`config.mk`:
```
export PLATFORM = sky130hd
export DESIGN_NAME = mips_cycle_sequencer
export DESIGN_NICKNAME = d
export VERILOG_FILES = /design/src/rtl/mips_cycle_sequencer.sv
export SDC_FILE = /design/constraint.sdc
export NUM_CORES = 1
export LEC_CHECK = 0
export CORE_UTILIZATION = 40
export DETAILED_ROUTE_END_ITERATION = 8
export PLACE_DENSITY = 0.68
export RECOVER_POWER = 25
export SLEW_MARGIN = 20
export SYNTH_ARGS = -nofsm -noshare
export SYNTH_HDL_FRONTEND = slang
export SYNTH_SLANG_ARGS = --single-unit
```
`constraint.sdc`:
```
create_clock -name clk -period 4.35 [get_ports clk]
set_input_delay 0.87 -clock clk [delete_from_list [all_inputs] [get_ports clk]]
set_output_delay 0.87 -clock clk [all_outputs]
set_load 0.005 [all_outputs]
```
`src/rtl/mips_cycle_sequencer.sv`:
```
// +----------------------------------------------------------------------------+
// | mips_cycle_sequencer: multi-cycle FETCH/EXEC/MEM control for the MIPS core |
// | Optional bus watchdog: define BUS_TIMEOUT_EN.        Revision: 1.0         |
// +----------------------------------------------------------------------------+
`default_nettype none

module mips_cycle_sequencer #(
   parameter int IRET_W         = 32,
   parameter int TIMEOUT_CYCLES = 255
) (
   input  logic              clk,
   input  logic              reset,
   input  logic              clk_enable,
   input  logic              waitrequest,
   input  logic              pc_is_zero,
   input  logic              is_load,
   input  logic              is_store,
   input  logic              regwrite,
   output logic              instr_read,
   output logic              data_read,
   output logic              data_write,
   output logic              ir_load,
   output logic              pc_en,
   output logic              reg_we,
   output logic              active,
   output logic              fault,
   output logic [IRET_W-1:0] iret_count
);

   localparam logic [2:0] c_IDLE   = 3'd0;
   localparam logic [2:0] c_FETCH  = 3'd1;
   localparam logic [2:0] c_EXEC   = 3'd2;
   localparam logic [2:0] c_MEM    = 3'd3;
   localparam logic [2:0] c_HALTED = 3'd4;
`ifdef BUS_TIMEOUT_EN
   localparam logic [2:0] c_FAULT  = 3'd5;
`endif

   localparam int              c_WCNT_W      = ($clog2(TIMEOUT_CYCLES + 1) > 8) ?
                                               $clog2(TIMEOUT_CYCLES + 1) : 8;
   localparam logic [c_WCNT_W-1:0] c_TIMEOUT_LIM = c_WCNT_W'(TIMEOUT_CYCLES);

   logic [2:0]        r_state;
   logic [2:0]        w_next;
   logic [IRET_W-1:0] r_iret;
   logic              w_strobe;
   logic              w_wait;

   assign w_strobe = instr_read | data_read | data_write;
   // waitrequest only matters while a bus request is actually outstanding
   assign w_wait   = waitrequest & w_strobe;

   always_comb begin
      w_next     = r_state;
      instr_read = 1'b0;
      data_read  = 1'b0;
      data_write = 1'b0;
      ir_load    = 1'b0;
      pc_en      = 1'b0;
      reg_we     = 1'b0;
      case (r_state)
         c_IDLE: w_next = c_FETCH;
         c_FETCH: begin
            if (pc_is_zero) begin
               w_next = c_HALTED;
            end else begin
               instr_read = 1'b1;
               if (!waitrequest) begin
                  ir_load = clk_enable;
                  w_next  = c_EXEC;
               end
            end
         end
         c_EXEC: begin
            if (is_load | is_store) begin
               w_next = c_MEM;
            end else begin
               pc_en  = clk_enable;
               reg_we = clk_enable & regwrite;
               w_next = c_FETCH;
            end
         end
         c_MEM: begin
            // store wins over load when both decode bits are set
            data_write = is_store;
            data_read  = is_load & ~is_store;
            if (!(waitrequest & (is_load | is_store))) begin
               pc_en  = clk_enable;
               reg_we = clk_enable & regwrite & is_load & ~is_store;
               w_next = c_FETCH;
            end
         end
         default: w_next = r_state;
      endcase
   end

`ifdef BUS_TIMEOUT_EN
   logic [c_WCNT_W-1:0] r_wait_cnt;
   logic [2:0]          w_next_t;

   assign w_next_t = (w_wait && r_wait_cnt == c_TIMEOUT_LIM) ? c_FAULT : w_next;

   always_ff @(posedge clk or posedge reset) begin
      if (reset) begin
         r_wait_cnt <= '0;
      end else if (clk_enable) begin
         if (w_next_t != r_state)
            r_wait_cnt <= '0;
         else if (w_wait)
            r_wait_cnt <= r_wait_cnt + 1'b1;
      end
   end

   assign fault = (r_state == c_FAULT);
`else
   logic [2:0] w_next_t;
   logic       w_unused_timeout;

   assign w_next_t         = w_next;
   assign w_unused_timeout = |c_TIMEOUT_LIM | w_wait;
   assign fault            = 1'b0;
`endif

   always_ff @(posedge clk or posedge reset) begin
      if (reset) begin
         r_state <= c_IDLE;
         r_iret  <= '0;
      end else if (clk_enable) begin
         r_state <= w_next_t;
         if (pc_en)
            r_iret <= r_iret + 1'b1;
      end
   end

   assign active     = (r_state == c_FETCH) || (r_state == c_EXEC) || (r_state == c_MEM);
   assign iret_count = r_iret;

endmodule

`default_nettype wire

```
==> metrics.txt, run 1 <==
status=complete, but fails checks; failing checks=max-capacitance violations, max-slew violations; Die H=about 70 µm; setup slack at placement=0.777 ns; ANT nets after route=0; Synth Instances=162; sequential element share of the synthesized area=49.8%; cts hold-fix bufs=0; yosys warns=0; DR DRC count=0; Worst Hold Class=reg -> reg; leading area contributor after synthesis=dfrtp_1; Initial DRC Count=45; top_reg_cell synth=dfrtp_1; HP Start=iret_count[31]; Crit Path Class=in -> out; wire length per cell=14.3 µm; post-layout minimum cycle time=about 3.6 ns; Critical Path Sink Type=output port; pin slew with the least headroom to its limit=1.84 ns; CP max stage cell=clkdlybuf4s50_1; post-synthesis adder-cell area fraction=less than 1%; most instantiated cells after synthesis=35 x dfrtp_1, 22 x xnor2_1, 13 x nand2_1; TritonCTS Buffers=5; I/O Buffers=46; Async SR Flop Fraction=between 90% and 100%; initial antenna violation count=0; Post-Syn Area per Cell=10.9 µm²; Nets=220; critical path cell sequence=clkdlybuf4s50_1 -> inv_1 -> or3_1 -> o21ai_0 -> nor4b_1 -> clkdlybuf4s50_1; IO Count=between 40 and 50; CTS tree=built; RSZ-0062 raised after global routing=no; Slew HR=-22.6%; fraction of layout cells with a size suffix above 1=roughly 8.0%; Max Freq=approximately 280 MHz; largest family of logic cells by synthesized area=simple AND/OR/NAND/NOR gates; final instance area=2350 µm²; fin util=57.1%; XOR/XNOR share of the synthesized area=15.4%; max_cap viols=1; Die ar.=4660 µm²; compound-gate portion of the synthesized area=5.69%; first-pass GRT wire length=between 6 and 7 mm; CTS max path bufs=2; CP Data Arrival Time=2.68 ns; Die W=68.3 µm; FF+latch count, synth=35; Final Hold Fails=0; # Post-CTS Setup Buffers=0; initial core utilization=between 40% and 50%; CTS resizes=0; CP most frequent cell=clkdlybuf4s50_1; H-tree depth=2; Yosys top cell area share=49.8%; Setup TNS=0 ns; Lkg Pwr=1.03 nW; top cells by area, synth=dfrtp_1 50%, xnor2_1 11%, xor2_1 4.5%; largest net degree at the start of global routing=36; DP Area=2250 µm²; total track usage=18.3%; top-count cell post-synth=dfrtp_1; Hold Path Stages=1; Distinct cells, synth=37; Worst Skew=0.00538 ns; Worst EP required=3.48 ns; syn nets=between 150 and 200; HPWL Detailed=roughly 2.8 mm; P&R area growth vs syn=33.6%; clock sinks=35; CP startpoint=is_load; vias in the first global route=~1,400; slowest stage delay, CP=0.58 ns; CP Max Fanout=3; Root Buffer=clkbuf_8; gp weighted congestion=between 0.8 and 0.9; clk_lat worst skew=approximately 0.27 ns; Clock transition at path regs=0.07 ns; FF-to-FF Start=r_state[2]; Worst VDD drop=0.159 mV; vias post-DR=about 1,400; Initial DRT Pass Iterations=4; Mapped Area=1760 µm²; total grt overflow=0; post-synthesis mux area share=0.641%; core area=between 4000 and 5000 µm²; PD cells=just over 300 nW/µm²; WL final=approximately 3.7 mm; antenna cells=0; fin worst setup slack=0.795 ns; cells on worst reg2reg path=5; final period utilization=81.7%; Slew Viols, Final=36; routed vias/inst=5.26; Post-synth EDFFs=0; startpoint type of the worst setup path=input pin; final setup vio count=0; Synth Area in Simple Gates=23.3%; Core Rows=23
## registers in the layout (all words and copies together), names as in the netlist
signal and flops:
iret_count 32, r_state 3
## layout by cell type (no fill, tap or decap), types with 7 or more instances in the layout
cell	count
xor2_1	9
nand3_1	11
xnor2_1	22
nand2_1	13
clkbuf_8	7
nand4_1	7
clkdlybuf4s50_1	45
dfrtp_1	35
inv_1	10
## path summary, 6_finish.rpt
kind,slack [ns],to
max in group asynchronous,1.58,iret_count[3]
min in group asynchronous,1.70,iret_count[15]
setup / recovery,0.80,reg_we
setup reg to reg,2.33,iret_count[21]
hold reg to reg,0.47,iret_count[31]
hold / removal,0.47,iret_count[31]
## report_power, final
part	switching [W]	leakage [nW]	internal, W	total, W
Clock	0.000106	0.0515	0.000144	0.000250
Combinational	0.0000523	0.506	0.0000505	0.000103
Sequential	0.0000310	0.474	0.000346	0.000377
Total	0.000189	1.03	0.000541	0.000730
## cell type report
cell class / count / area, µm²
Clock buffer: 8 / 100
Fill cell: 352 / 1770
Inverter: 10 / 37.5
Multi-Input combinational cell: 112 / 808
Sequential cell: 35 / 876
Tap cell: 50 / 62.6
Timing Repair Buffer: 47 / 464
## worst max-delay path: cells and delay by family
kind / cells / cell delay [ns]
buffers and inverters: 3 / 1.13
AOI/OAI and AO/OA: 1 / 0.07
and+or+nand+nor: 2 / 0.62
## routing by layer
metal | vias up | wire length [µm] | global-route usage [%] | share of wire [%]
met5 | - | 0 | 0 | 0
met4 | 0 | 38 | 5.21 | 1.0
met3 | 6 | 158 | 4.50 | 4.2
met2 | 38 | 1880 | 30.5 | 50
met1 | 675 | 1660 | 23.3 | 44
li1 | 658 | - | - | -
## through the flow
stage	hold slack (ns)	total power [W]	instances
finish	0.472	0.000730	262
detailed placement	0.470	0.000486	254
floorplan	0.468	0.000441	162
CTS	0.484	0.000742	262
global placement	0.460	0.000482	254
global route	0.509	0.000767	262
## cells by family (layout without fill, tap and decap cells)
family	after synthesis	in the layout
simple gates	67	67
flops	35	35
xor+xnor	31	31
buf+inv	15	65
compound gates	11	11
fa+ha+maj	1	1
other cells	1	1
mux	1	1
No activity file was read; power rests on OpenSTA's default activity.
==> run 2: changes to the inputs <==
--- a/config.mk
+++ b/config.mk
@@ -7,7 +7,7 @@
 export LEC_CHECK = 0
 export CORE_UTILIZATION = 40
 export DETAILED_ROUTE_END_ITERATION = 8
-export PLACE_DENSITY = 0.68
+export PLACE_DENSITY = 0.71
 export RECOVER_POWER = 25
 export SLEW_MARGIN = 20
 export SYNTH_ARGS = -nofsm -noshare
==> constraint.sdc (replaced) <==
create_clock -name clk -period 3 [get_ports clk]
set_input_delay 0.6 -clock clk [delete_from_list [all_inputs] [get_ports clk]]
set_output_delay 0.6 -clock clk [all_outputs]
set_load 0.005 [all_outputs]
==> metrics.txt, run 2 (synthesized netlist as in run 1, its figures left out) <==
most common cell after layout, fill and taps aside=clkdlybuf4s50_1; CP Max Fanout=5 (+2); RSZ-0062 raised after global routing=no; CTS tree=built; I/O Buffers=46 (unchanged); initial antenna violation count=0 (unchanged); Setup TNS=0 ns (unchanged); largest net degree at the start of global routing=36 (unchanged); pin slew with the least headroom to its limit=1.80 ns (-0.0384 ns); # Post-CTS Setup Buffers=0 (unchanged); most frequent cells in the layout=44 x clkdlybuf4s50_1, 35 x dfrtp_1, 22 x xnor2_1; Clock transition at path regs=0.07 ns (about the same); setup slack at placement=-0.00313 ns (-0.780 ns); Slew Viols, Final=36 (unchanged); critical path cell sequence=clkdlybuf4s50_1 -> buf_4 -> nand2b_1 -> a21oi_2 -> clkdlybuf4s50_1; routed vias/inst=5.09 (-3.2%); startpoint type of the worst setup path=input pin; WL final=3.52 mm (-5.9%); final period utilization=91.8%; Core Rows=23 (unchanged); IO Count=48 (unchanged); clock sinks=35 (unchanged); Nets=224 (+1.8%); PD cells=496 nW/µm² (+60%); Worst Skew=0.00956 ns (+0.00418 ns); antenna cells=0 (unchanged); total track usage=17.3% (-1.0 points); Root Buffer=clkbuf_8; core area=4120 µm² (unchanged); gp weighted congestion=0.744 (-7.3%); Slew HR=-20.0% (+2.6 points); final setup vio count=0 (unchanged); H-tree depth=2 (unchanged); cts hold-fix bufs=0 (unchanged); Worst Hold Class=reg -> reg; register area=876 µm² (unchanged); Max Freq=363 MHz; Critical Path Sink Type=output port; Die ar.=4660 µm² (unchanged); hold slack=0.475 ns (+0.00342 ns); CP max stage cell=clkdlybuf4s50_1; vias post-DR=1,353 (-1.7%); flip-flop count of the largest register after layout=32 (unchanged); clk_lat worst skew=0.29 ns (+0.02 ns); fin worst setup slack=0.245 ns (-0.550 ns); CP Data Arrival Time=2.16 ns (-0.52 ns); post-layout minimum cycle time=~2.8 ns; Lkg Pwr=1.08 nW (+5.1%); status=complete, but fails checks; slowest stage delay, CP=0.53 ns (-0.05 ns); wire length per cell=13.2 µm (-7.3%); vias in the first global route=1,302 (-4.1%); Die H=68.3 µm (unchanged); Initial DRC Count=90 (+100%); ANT nets after route=0 (unchanged); Worst VDD drop=0.259 mV (+63%); Initial DRT Pass Iterations=4 (unchanged); max_cap viols=1 (unchanged); fin util=58.8% (+1.7 points); HPWL Detailed=2.55 mm (-7.9%); initial core utilization=42.7% (unchanged); Final Hold Fails=0 (unchanged); area occupied by multi-input gates=815 µm² (+0.77%); failing checks=max-capacitance violations, max-slew violations; first-pass GRT wire length=5.87 mm (-5.9%); total grt overflow=0 (unchanged); CP most frequent cell=clkdlybuf4s50_1; CTS max path bufs=2 (unchanged); P&R area growth vs syn=37.7%; TritonCTS Buffers=5 (unchanged); Die W=68.3 µm (unchanged); Worst EP required=2.40 ns (-1.08 ns); DR DRC count=0 (unchanged); Fillers=346 (-1.7%); Crit Path Class=in -> out; fraction of layout cells with a size suffix above 1=10.2% (+2.2 points)
run 2: critical path: cells and delay by family:
family          cells  cell delay [ns]
compound gates      1             0.23
simple gates        1             0.23
buf+inv             3             1.10
run 2: area by class of cell:
| type | instances | area share (%) |
|---|---|---|
| flip-flops and latches | 35 | 36.2 |
| multi-input cells | 112 | 33.7 |
| repair buffers | 51 | 20.5 |
| clock buffers | 6 | 3.00 |
| well taps | 50 | 2.59 |
| clock inverters | 2 | 2.48 |
| inverters | 10 | 1.55 |
run 2: power breakdown:
group	switching, W	total (W)	internal (W)
clock	0.000172	0.000504	0.000332
sequential	0.0000438	0.000545	0.000501
combinational	0.0000767	0.000152	0.0000755
total	0.000292	0.00120	0.000909
run 2: through the flow:
| step | instance area, µm² | std cells | power (W) |
|---|---|---|---|
| final | 2420 | 266 | 0.00120 |
| after global routing | 2420 | 266 | 0.00126 |
| after CTS | 2420 | 266 | 0.00121 |
| after detailed placement | 2280 | 258 | 0.000706 |
| after global placement | 2280 | 258 | 0.000701 |
| after floorplan | 1760 | 162 | 0.000639 |
run 2: routing by layer:
layer | GRT usage (%) | wire length [µm] | up-vias
li1 | - | - | 666
met1 | 23.8 | 1690 | 648
met2 | 24.9 | 1630 | 35
met3 | 5.00 | 155 | 4
met4 | 7.55 | 34 | 0
met5 | 0 | 0 | -
run 2: repair_timing:
action                                 4_1_cts  5_1_grt
endpoints found under the hold margin        0        0
setup endpoints to repair                    1        1
pin swaps                                    0        0
resized for setup                            1        1
run 2: worst paths after layout:
kind | cells after the start | start | slack [ns] | endpoint
hold reg to reg | 1 | iret_count[31] | 0.47 | iret_count[31]
min in group asynchronous | 3 | reset | 1.38 | iret_count[11]
setup / recovery | 5 | waitrequest | 0.24 | pc_en
hold / removal | 1 | iret_count[31] | 0.47 | iret_count[31]
max in group asynchronous | 3 | reset | 0.57 | iret_count[0]
setup reg to reg | 6 | r_state[2] | 0.95 | iret_count[26]
==> run 3: changes to the inputs <==
--- a/config.mk
+++ b/config.mk
@@ -5,11 +5,13 @@
 export SDC_FILE = /design/constraint.sdc
 export NUM_CORES = 1
 export LEC_CHECK = 0
-export CORE_UTILIZATION = 40
+export CELL_PAD_IN_SITES_DETAIL_PLACEMENT = 0
+export CELL_PAD_IN_SITES_GLOBAL_PLACEMENT = 2
+export CORE_UTILIZATION = 27
 export DETAILED_ROUTE_END_ITERATION = 8
-export PLACE_DENSITY = 0.71
+export PLACE_DENSITY_LB_ADDON = 0.1
 export RECOVER_POWER = 25
-export SLEW_MARGIN = 20
+export SLEW_MARGIN = 25
 export SYNTH_ARGS = -nofsm -noshare
 export SYNTH_HDL_FRONTEND = slang
 export SYNTH_SLANG_ARGS = --single-unit
==> metrics.txt, run 3 (synthesized netlist as in run 1, its figures left out) <==
status=complete, but fails checks; failing checks=max-capacitance violations, max-slew violations; ANT nets after route=0 (unchanged); fraction of layout cells with a size suffix above 1=9.72% (-0.46 points); IO Count=48 (unchanged); Worst Hold Class=reg -> reg; Die H=82.7 µm (+21%); cts hold-fix bufs=0 (unchanged); flip-flop count of the largest register after layout=32 (unchanged); HPWL Detailed=2.93 mm (+15%); Worst EP required=2.40 ns (about the same); WL final=4.08 mm (+16%); H-tree depth=2 (unchanged); CP Max Fanout=5 (unchanged); total track usage=13.4% (-3.9 points); final period utilization=91.8% (about the same); Die ar.=6840 µm² (+47%); final setup vio count=0 (unchanged); clock sinks=35 (unchanged); final instance area=2400 µm² (-0.72%); CP Data Arrival Time=2.15 ns (about the same); max_cap viols=1 (unchanged); I/O Buffers=46 (unchanged); CP most frequent cell=clkdlybuf4s50_1; Crit Path Class=in -> out; Clock transition at path regs=0.06 ns (about the same); wire length per cell=13.9 µm (+5.2%); Root Buffer=clkbuf_8; core area=6310 µm² (+53%); startpoint type of the worst setup path=input pin; Initial DRT Pass Iterations=4 (unchanged); vias post-DR=1,385 (+2.4%); initial core utilization=27.8% (-15 points); PD cells=426 nW/µm² (-14%); Max Freq=363 MHz (about the same); TritonCTS Buffers=5 (unchanged); total grt overflow=0 (unchanged); slowest stage delay, CP=0.53 ns (about the same); largest net degree at the start of global routing=36 (unchanged); DR DRC count=0 (unchanged); CTS max path bufs=2 (unchanged); RSZ-0062 raised after global routing=no; CP max stage cell=clkdlybuf4s50_1; Slew HR=-29.9% (-9.9 points); Initial DRC Count=34 (-62%); DP Area=2320 µm² (+1.5%); gp weighted congestion=0.713 (-4.2%); Final Hold Fails=0 (unchanged); Nets=224 (unchanged); Worst Skew=0.00469 ns (-0.00487 ns); initial antenna violation count=0 (unchanged); # Post-CTS Setup Buffers=0 (unchanged); pin slew with the least headroom to its limit=1.95 ns (+0.148 ns); WP buf/inv=2 (-1); most frequent cells in the layout=45 x clkdlybuf4s50_1, 35 x dfrtp_1, 22 x xnor2_1; Lkg Pwr=1.06 nW (-2.2%); CTS tree=built; Slew Viols, Final=36 (unchanged); first-pass GRT wire length=6.73 mm (+15%); P&R area growth vs syn=36.7%; most common cell after layout, fill and taps aside=clkdlybuf4s50_1; routed vias/inst=4.73 (-7.1%); Worst path top cell family by delay=buffers and inverters; Worst VDD drop=0.196 mV (-24%); antenna cells=0 (unchanged); Core Rows=29 (+26%); post-layout minimum cycle time=2.75 ns (-0.00149 ns); Die W=82.7 µm (+21%); Critical Path Sink Type=output port; placed insts=285 (+10%); vias in the first global route=1,382 (+6.1%); clk_lat worst skew=0.28 ns (about the same); Post-Layout Cell Count=293 (+10%); critical path cell sequence=clkdlybuf4s50_1 -> or2_1 -> a21oi_2 -> clkdlybuf4s50_1
## run 3: changes by cell type in the layout (fill, tap and decap cells not counted), sizes merged
cell / before / now
bufinv: 2 / 0
clkbuf: 7 / 8
clkdlybuf4s50: 44 / 45
clkinv: 0 / 1
dlygate4sd3: 1 / 0
## run 3: worst paths after layout
path | slack, ns | to | startpoint | depth (start not counted)
hold reg to reg | 0.47 | iret_count[31] | iret_count[31] | 1
max in group asynchronous | 0.56 | iret_count[13] | reset | 3
setup reg to reg | 0.92 | iret_count[26] | r_state[2] | 6
hold / removal | 0.47 | iret_count[31] | iret_count[31] | 1
setup / recovery | 0.25 | pc_en | is_store | 4
min in group asynchronous | 1.31 | iret_count[31] | reset | 3
## run 3: through the flow
| stage | total power [W] | utilization [%] | setup slack (ns) | hold WS [ns] | TNS [ns] |
|---|---|---|---|---|---|
| after floorplan | 0.000639 | - | 0.961 | 0.468 | 0 |
| after global placement | 0.000706 | 36.7 | 0.0734 | 0.463 | 0 |
| after detailed placement | 0.000710 | 36.7 | -0.0147 | 0.469 | -0.0147 |
| after CTS | 0.00105 | 38.1 | 0.0558 | 0.478 | 0 |
| after global routing | 0.00109 | 38.0 | 0.121 | 0.513 | 0 |
| final | 0.00102 | 38.0 | 0.246 | 0.466 | 0 |
## run 3: metal layers
layer | share of wire, % | vias to the layer above | global-route usage (%)
met1 | 46 | 684 | 16.7
li1 | - | 664 | -
met3 | 4.9 | 2 | 3.63
met4 | 0.56 | 0 | 4.14
met2 | 48 | 35 | 22.2
met5 | 0 | - | 0
## run 3: where the power goes
group	leakage [nW]	switching, W	internal (W)
clock	0.0422	0.000161	0.000163
sequential	0.474	0.0000431	0.000501
combinational	0.545	0.0000775	0.0000763
total	1.06	0.000282	0.000741
## run 3: final cells by class
cell class                      count  area [µm²]
Inverter                           10        37.5
Clock inverter                      1        5.00
Clock buffer                        7        76.3
Fill cell                         671        3910
Timing Repair Buffer               51         497
Tap cell                           77        96.3
Multi-Input combinational cell    112         815
Sequential cell                    35         876
## run 3: repair_timing
action,in CTS,in global routing
pin swaps,0,0
gates resized for setup,1,1
endpoints found under the setup margin,1,1
